File: src/rtl/ahb_sram_slave.sv
// AHB-Lite SRAM slave: zero-wait burst writes/reads into a 128-bit word array, two-cycle ERROR, registered side read port.
// Optional macro AHB_SRAM_WR_CNT_EN adds a saturating completed-write-beat counter (wr_count / wr_count_clr).
//
// state  | meaning
// -------+-------------------------------------------------
// S_IDLE | no data phase pending
// S_DATA | legal transfer latched, data phase in progress
// S_ERR1 | first ERROR cycle (HREADY=0, HRESP=1)
// S_ERR2 | second ERROR cycle (HREADY=1, HRESP=1)
module ahb_sram_slave #(
  parameter int          DEPTH     = 16,
  parameter logic [31:0] BASE_ADDR = 32'h0000_1100
) (
  input  logic                     clk,
  input  logic                     n_rst,
  input  logic                     HWRITE,
  input  logic [2:0]               HBURST,
  input  logic [1:0]               HTRANS,
  input  logic [31:0]              HADDR,
  input  logic [127:0]             HWDATA,
  output logic [127:0]             HRDATA,
  output logic                     HREADY,
  output logic                     HRESP,
  input  logic                     rd_en,
  input  logic [$clog2(DEPTH)-1:0] rd_addr,
`ifdef AHB_SRAM_WR_CNT_EN
  input  logic                     wr_count_clr,
  output logic [15:0]              wr_count,
`endif
  output logic [127:0]             rd_data
);

  localparam int IDX_W = $clog2(DEPTH);
  localparam logic [1:0] HT_NONSEQ = 2'b10;

  typedef enum logic [1:0] {S_IDLE, S_DATA, S_ERR1, S_ERR2} state_t;

  state_t             state_q, state_d;
  logic [IDX_W-1:0]   index_q, index_d;
  logic               write_q, write_d;
  logic               burst_open_q, burst_open_d;
  logic [31:0]        prev_addr_q, prev_addr_d;
  logic [127:0]       mem_q [DEPTH];
  logic [127:0]       mem_d [DEPTH];
  logic [127:0]       rd_data_q, rd_data_d;

  logic        hready;
  logic        accept;
  logic        addr_ok;
  logic        seq_ok;
  logic        legal;
  logic        wr_fire;
  logic [31:0] offset;
  logic [31:0] word_off;

  assign hready   = (state_q != S_ERR1);
  assign accept   = hready && HTRANS[1];
  assign offset   = HADDR - BASE_ADDR;
  assign word_off = offset >> 4;
  assign addr_ok  = (HADDR[3:0] == 4'h0) && (HADDR >= BASE_ADDR) && (word_off < 32'(DEPTH));
  // SEQ must continue an open burst at exactly the next 16-byte word.
  assign seq_ok   = burst_open_q && (HADDR == prev_addr_q + 32'd16);
  assign legal    = addr_ok && ((HTRANS == HT_NONSEQ) || seq_ok);
  assign wr_fire  = (state_q == S_DATA) && write_q;

  always_comb begin
    state_d      = state_q;
    index_d      = index_q;
    write_d      = write_q;
    burst_open_d = burst_open_q;
    prev_addr_d  = prev_addr_q;
    case (state_q)
      S_ERR1: state_d = S_ERR2;
      default: begin
        if (accept) begin
          if (legal) begin
            state_d      = S_DATA;
            index_d      = word_off[IDX_W-1:0];
            write_d      = HWRITE;
            burst_open_d = (HTRANS == HT_NONSEQ) ? (HBURST != 3'b000) : 1'b1;
            prev_addr_d  = HADDR;
          end else begin
            state_d      = S_ERR1;
            write_d      = 1'b0;
            burst_open_d = 1'b0;
          end
        end else begin
          state_d = S_IDLE;
        end
      end
    endcase
  end

  always_comb begin
    mem_d = mem_q;
    if (wr_fire) mem_d[index_q] = HWDATA;
  end

  // Side port samples mem_q, so a same-cycle write is seen only on the next read.
  always_comb begin
    rd_data_d = rd_data_q;
    if (rd_en) rd_data_d = (32'(rd_addr) < 32'(DEPTH)) ? mem_q[rd_addr] : '0;
  end

  always_ff @(posedge clk or negedge n_rst) begin
    if (!n_rst) begin
      state_q      <= S_IDLE;
      index_q      <= '0;
      write_q      <= 1'b0;
      burst_open_q <= 1'b0;
      prev_addr_q  <= '0;
      rd_data_q    <= '0;
      for (int i = 0; i < DEPTH; i++) mem_q[i] <= '0;
    end else begin
      state_q      <= state_d;
      index_q      <= index_d;
      write_q      <= write_d;
      burst_open_q <= burst_open_d;
      prev_addr_q  <= prev_addr_d;
      rd_data_q    <= rd_data_d;
      mem_q        <= mem_d;
    end
  end

  assign HREADY  = hready;
  assign HRESP   = (state_q == S_ERR1) || (state_q == S_ERR2);
  assign HRDATA  = ((state_q == S_DATA) && !write_q) ? mem_q[index_q] : '0;
  assign rd_data = rd_data_q;

`ifdef AHB_SRAM_WR_CNT_EN
  logic [15:0] wr_count_q, wr_count_d;

  always_comb begin
    wr_count_d = wr_count_q;
    if (wr_count_clr)                         wr_count_d = '0;
    else if (wr_fire && wr_count_q != 16'hFFFF) wr_count_d = wr_count_q + 16'd1;
  end

  always_ff @(posedge clk or negedge n_rst) begin
    if (!n_rst) wr_count_q <= '0;
    else        wr_count_q <= wr_count_d;
  end

  assign wr_count = wr_count_q;
`endif

endmodule

File: config.mk
export PLATFORM = sky130hd
export DESIGN_NAME = ahb_sram_slave
export DESIGN_NICKNAME = d
export VERILOG_FILES = /design/src/rtl/ahb_sram_slave.sv
export SDC_FILE = /design/constraint.sdc
export NUM_CORES = 2
export LEC_CHECK = 0
export CAP_MARGIN = 10
export CORE_MARGIN = 5
export CORE_UTILIZATION = 55
export DETAILED_ROUTE_END_ITERATION = 10
export GPL_TIMING_DRIVEN = 0
export PLACE_DENSITY = 0.73
export SLEW_MARGIN = 10
export SYNTH_ARGS = -nofsm -noshare
export SYNTH_HDL_FRONTEND = slang
export SYNTH_SLANG_ARGS = --single-unit
File: constraint.sdc
create_clock -name clk -period 7.6 [get_ports clk]
set_input_delay 0.76 -clock clk [delete_from_list [all_inputs] [get_ports clk]]
set_output_delay 0.76 -clock clk [all_outputs]
set_load 0.01 [all_outputs]
== Word level (Yosys, flattened, before mapping) ==
Index checks and enable logic that the tools add are counted.
Storage, ports and cells
  register bits after elaboration: 2216
  latch bits: 0
  RAM bits: 0
  memory bits (read-only): 0
  input bits: 173
  output and inout bits: 258
  logic and storage cells: 69
  memories: 0
Cells by class
  add/subtract/negate cells: 2
  $mul: 0
  divide/modulo/power cells: 0
  order comparisons: 5
  equality and inequality tests: 6
  shifts and indexed selects: 0
  muxes and demuxes: 16
  bitwise logic cells: 3
  reductions and logical operators: 15
Operators by type and width (count)
  bitwise mux 2048 bit: 1
  binary-select mux 128 bit (select 4 bit): 2
  two-way mux 128 bit: 6
  demux 128 bit (select 4 bit): 1
  adder 32 x 5 -> 32 bit, second input constant: 1
  equality test 32 bit: 1
  >= comparator 32 x 13 -> 1 bit, second input constant: 1
  subtractor 32 x 13 -> 32 bit, second input constant: 1
  < comparator 28 x 5 -> 1 bit, second input constant: 1
  >= comparator 5 bit, second input constant: 2
  NOT 4 -> 5 bit: 2
  logical AND 1 bit: 8
  equality test 2 bit, second input constant: 3
  two-way mux 2 bit: 3
  < comparator 5 x 1 -> 1 bit, second input constant: 1
  zero test 4 bit: 1
  two-way mux 1 bit: 3
  AND reduction 3 bit: 1
  nonzero test 3 bit: 1
  equality test 2 x 1 -> 1 bit, second input constant: 1
  logical OR 1 bit: 2
  != test 2 bit, second input constant: 1
  AND reduction 2 bit: 1
  zero test 1 bit: 1
  NOT 1 bit: 1

== Depth between registers and ports, before layout ==
  depth after elaboration: 8
  depth in mapped cells: 14
  gate-level depth less buffers: 10

== Worst setup path before layout ==
OpenSTA, ideal clock, no wires.
  path kind: register -> register
  start: register index_q[0] (netlist name)
  end: register prev_addr_q[7]
  setup time: 0.125 ns
  arrival: 4.358 ns
  required time: 7.475 ns
  setup slack: 3.117 ns
  cell stages (with the launch flop): 15
  path buffers: 4
  clock period less this slack: 4.483 ns
  path through: dfrtp_1 clkbuf_1 clkbuf_1 buf_1 inv_1 ha_1 xnor2_1 nand4_1 or3_1 or3b_1 or4b_1 nor4_2 a41oi_2 buf_6 mux2_4
RTL lines
  to (signal assigned): line 119  | prev_addr_q <= prev_addr_d;
  to (decl): line 42  | logic [31:0] prev_addr_q, prev_addr_d;

== Worst setup path after layout ==
  start: register index_q[1]
  end: output port HRDATA[10]
On the way
  cells in the longest elaborated chain, start to end: 5
RTL lines
  from (decl): line 39  | logic [IDX_W-1:0] index_q, index_d;
  from (signal assigned): line 116  | index_q <= index_d;
  NOT 4 -> 5 bit (implied by the code): line 127  | assign HRDATA = ((state_q == S_DATA) && !write_q) ? mem_q[index_q] : '0;
  binary-select mux 128 bit (select 4 bit): line 127
  two-way mux 128 bit (implied by the code) (2 in a row): line 127
  two-way mux 128 bit: line 127
  to (decl): line 21  | output logic [127:0] HRDATA,
No other way between the ends. The select of a mux whose other input is x is not followed.

==> impl_metrics.yaml <==
clocking:
  clockBufferDepth: 3
  htree_levels: 4
  clk-insertion-delay-late_ps: 880
  cts_setup_buffers: 0
  cts_resized: 0
  cts-buffers-inserted: 231
  cts_root_buf: "clkbuf_16"
  hold_buffers: 1
  cts_tree: "yes"
  clk_pin_slew_ps: 60
  cts_sinks: 2212
setup_path:
  cp_max_fo: 10
  end_kind: "primary output"
  crit-reg2reg-launch: "index_q[1]$_DFFE_PN0P_"
  path_cells: "clkbuf_1 > clkbuf_2 > clkbuf_1 > mux4_2 > mux4_2 > nor2b_1 > clkdlybuf4s50_1"
  critical_path_class: "flip-flop to primary output"
  worstPathArrival_ps: 5860
  max_stage_delay_ps: 960
  crit_buf_inv: 4
  crit_slowest_cell: "clkbuf_1"
  required_ps: 6840
  cp-start-kind: "flip-flop"
  r2r_end: "prev_addr_q[22]$_DFFE_PN0P_"
  cp_top_family: "buffers and inverters"
  r2r_slack_ps: 1040
  reg2regPathDepth: 14
floorplanning:
  core_area_um2: 206000
  dieHeight_um: 465
  die-area_um2: 216000
  ios: 431
  start_util: 0.551
  die_x_um: 465
  rows: 167
placed_design:
  hpwl_um: 238000
  dp_slack_ps: 973
  port_buffers: 425
  place.gp.congestion: 0.871
logic_synthesis:
  synth_cells: 6734
  post-synth-top-area-cell: "dfrtp_1"
  synth_flop_cell: "dfrtp_1"
  synthesis.area_um2: 114000
  yosysSeqAreaShare: 0.487
  syn_nets: 6911
  synthTopCellsByArea: "dfrtp_1 (49%), mux4_2 (25%), mux2_2 (22%)"
  synth_top_area_frac: 0.487
  synth_cell_type_count: 53
  synth.yosys.warnings: 0
  synth-seq-cells: 2212
  avgSynthCellArea_um2: 16.9
  synth-edff-count: 0
  synthArstFlopShare: 1.00
final_layout:
  most-common-layout-cells: "dfrtp_1 (2212), mux2_2 (2180), mux4_2 (1280)"
  nets: 7613
  final_common_cell: "dfrtp_1"
  syn2layout_area_growth_pct: 14.6
  drive_above_1_share: 0.515
min_path:
  min_from: "HWRITE"
  min_to: "write_q$_DFFE_PN0P_"
  hold_class: "input port to flip-flop"
  timing.hold.worst_path_depth: 3
detailed_routing:
  firstDrtPassIters: 5
  drc: 0
  wl_um: 334000
  vias: 69200
  dr.first_iter.drc_count: 6596
  avgRoutedWirePerCell_um: 32.2
  drt-vias-per-instance: 6.67
  antenna_left: 0
pwr:
  power.density_nw_per_um2: 198
  leakage_uw: 0.0558
  ir_worst_vdd_mv: 0.267
timing:
  fin_tns_setup_ps: 0
  hold_viol_final: 0
  whs_ps: 479
  fmax_mhz: 151
  finalCriticalPeriod_ps: 6620
  timing.final.ws_setup_ps: 978
  finalSetupViolCount: 0
  fin_crit_sh: 0.871
  rsz0062_at_grt: "false"
  max_slew_margin: 0.158
  clock_skew_ps: 31.1
  drv_slew: 0
  worstMarginPinSlew_ps: 1260
run_status:
  outcome: "finished clean"
grt:
  grt_antenna_before_repair: 55
  grt_overflow: 0
  grt_usage: 0.311
  grt_max_degree: 162
  grt_pass1_wl_um: 496000
  grt_pass1_vias: 73000
run:
  drv_cap: 0
area by class of cell:
| type | count | area (um2) |
|---|---|---|
| fill | 14900 | 76100 |
| multi-input combinational | 3839 | 55800 |
| sequential | 2212 | 55400 |
| clock buffer | 355 | 6930 |
| timing repair buffer | 469 | 5360 |
| tap | 2704 | 3380 |
| buffer | 677 | 2620 |
| clock inverter | 68 | 791 |
| antenna | 36 | 90.1 |
| inverter | 6 | 22.5 |
cell families after synthesis:
family	count (synthesis)	synth area share
flops	2212	0.487
fa+ha+maj	4	0.000440
mux	3462	0.469
xor+xnor	40	0.00308
simple gates	293	0.0153
buf+inv	683	0.0227
compound gates	40	0.00243
worst max-delay path by stage:
stage                                      start                          end  slack, ps  cells past startpoint
after floorplan           index_q[0]$_DFFE_PN0P_   prev_addr_q[7]$_DFFE_PN0P_       3120                     14
after global placement                     n_rst       mem_q[205]$_DFFE_PN0P_     -93290                      1
after detailed placement  index_q[0]$_DFFE_PN0P_  prev_addr_q[22]$_DFFE_PN0P_        970                     15
after CTS                 index_q[0]$_DFFE_PN0P_                  HRDATA[127]        580                      7
after global routing      index_q[1]$_DFFE_PN0P_  prev_addr_q[22]$_DFFE_PN0P_        920                     14
final                     index_q[1]$_DFFE_PN0P_                   HRDATA[10]        980                      7
metal layers:
| metal | GRT usage | vias to the layer above | routed length (um) |
|---|---|---|---|
| met5 | 0 | - | 110 |
| met2 | 0.482 | 2916 | 159000 |
| met4 | 0.135 | 16 | 15100 |
| met3 | 0.0774 | 601 | 28700 |
| met1 | 0.425 | 37700 | 131000 |
| li1 | - | 27900 | - |
Yosys cell counts, drive strengths merged (4+ instances only):
cell type and number:
xor2 17, nor2b 130, a21oi 8, buf 123, and3 9, mux4 1280
clkbuf 554, nor2 18, ha 4, xnor2 23, or4 5, dfrtp 2212
o21ai 9, or3 4, nor3 12, nand2 23, mux2 2181, nand2b 7
and2 26, inv 6, nand3 14, nand4 13, nor4 17
report_power, final:
group	internal (uW)	leakage [uW]	switching (uW)	total [uW]
Clock	6740	0.00381	4820	11600
Combinational	939	0.0223	1210	2150
Sequential	12000	0.0297	150	12100
metrics by stage:
stage | area (um2) | utilization | cells | total power [uW]
after floorplan | 114000 | - | 6734 | 13200
after global placement | 121000 | 0.588 | 9863 | 14500
after detailed placement | 122000 | 0.593 | 9903 | 14500
after CTS | 130000 | 0.631 | 10300 | 26000
after global routing | 130000 | 0.631 | 10300 | 26600
final | 130000 | 0.632 | 10400 | 25800
sequential cells by signal, summed over array words and instances, names as in the netlist:
register / cells
index_q: 3
write_q: 1
state_q: 2
rd_data: 128
mem_q: 2048
prev_addr_q: 29
burst_open_q: 1
worst reg2reg max path: cells and delay by family (launching register included):
kind                       cells  cell delay [ps]
buffers and inverters          5             3090
and+or+nand+nor                6             1920
DFF                            1              500
adders and majority gates      1              400
AOI/OAI and AO/OA              1              340
xor gates and xnor gates       1              210
Power figures use the tool's default switching activity.
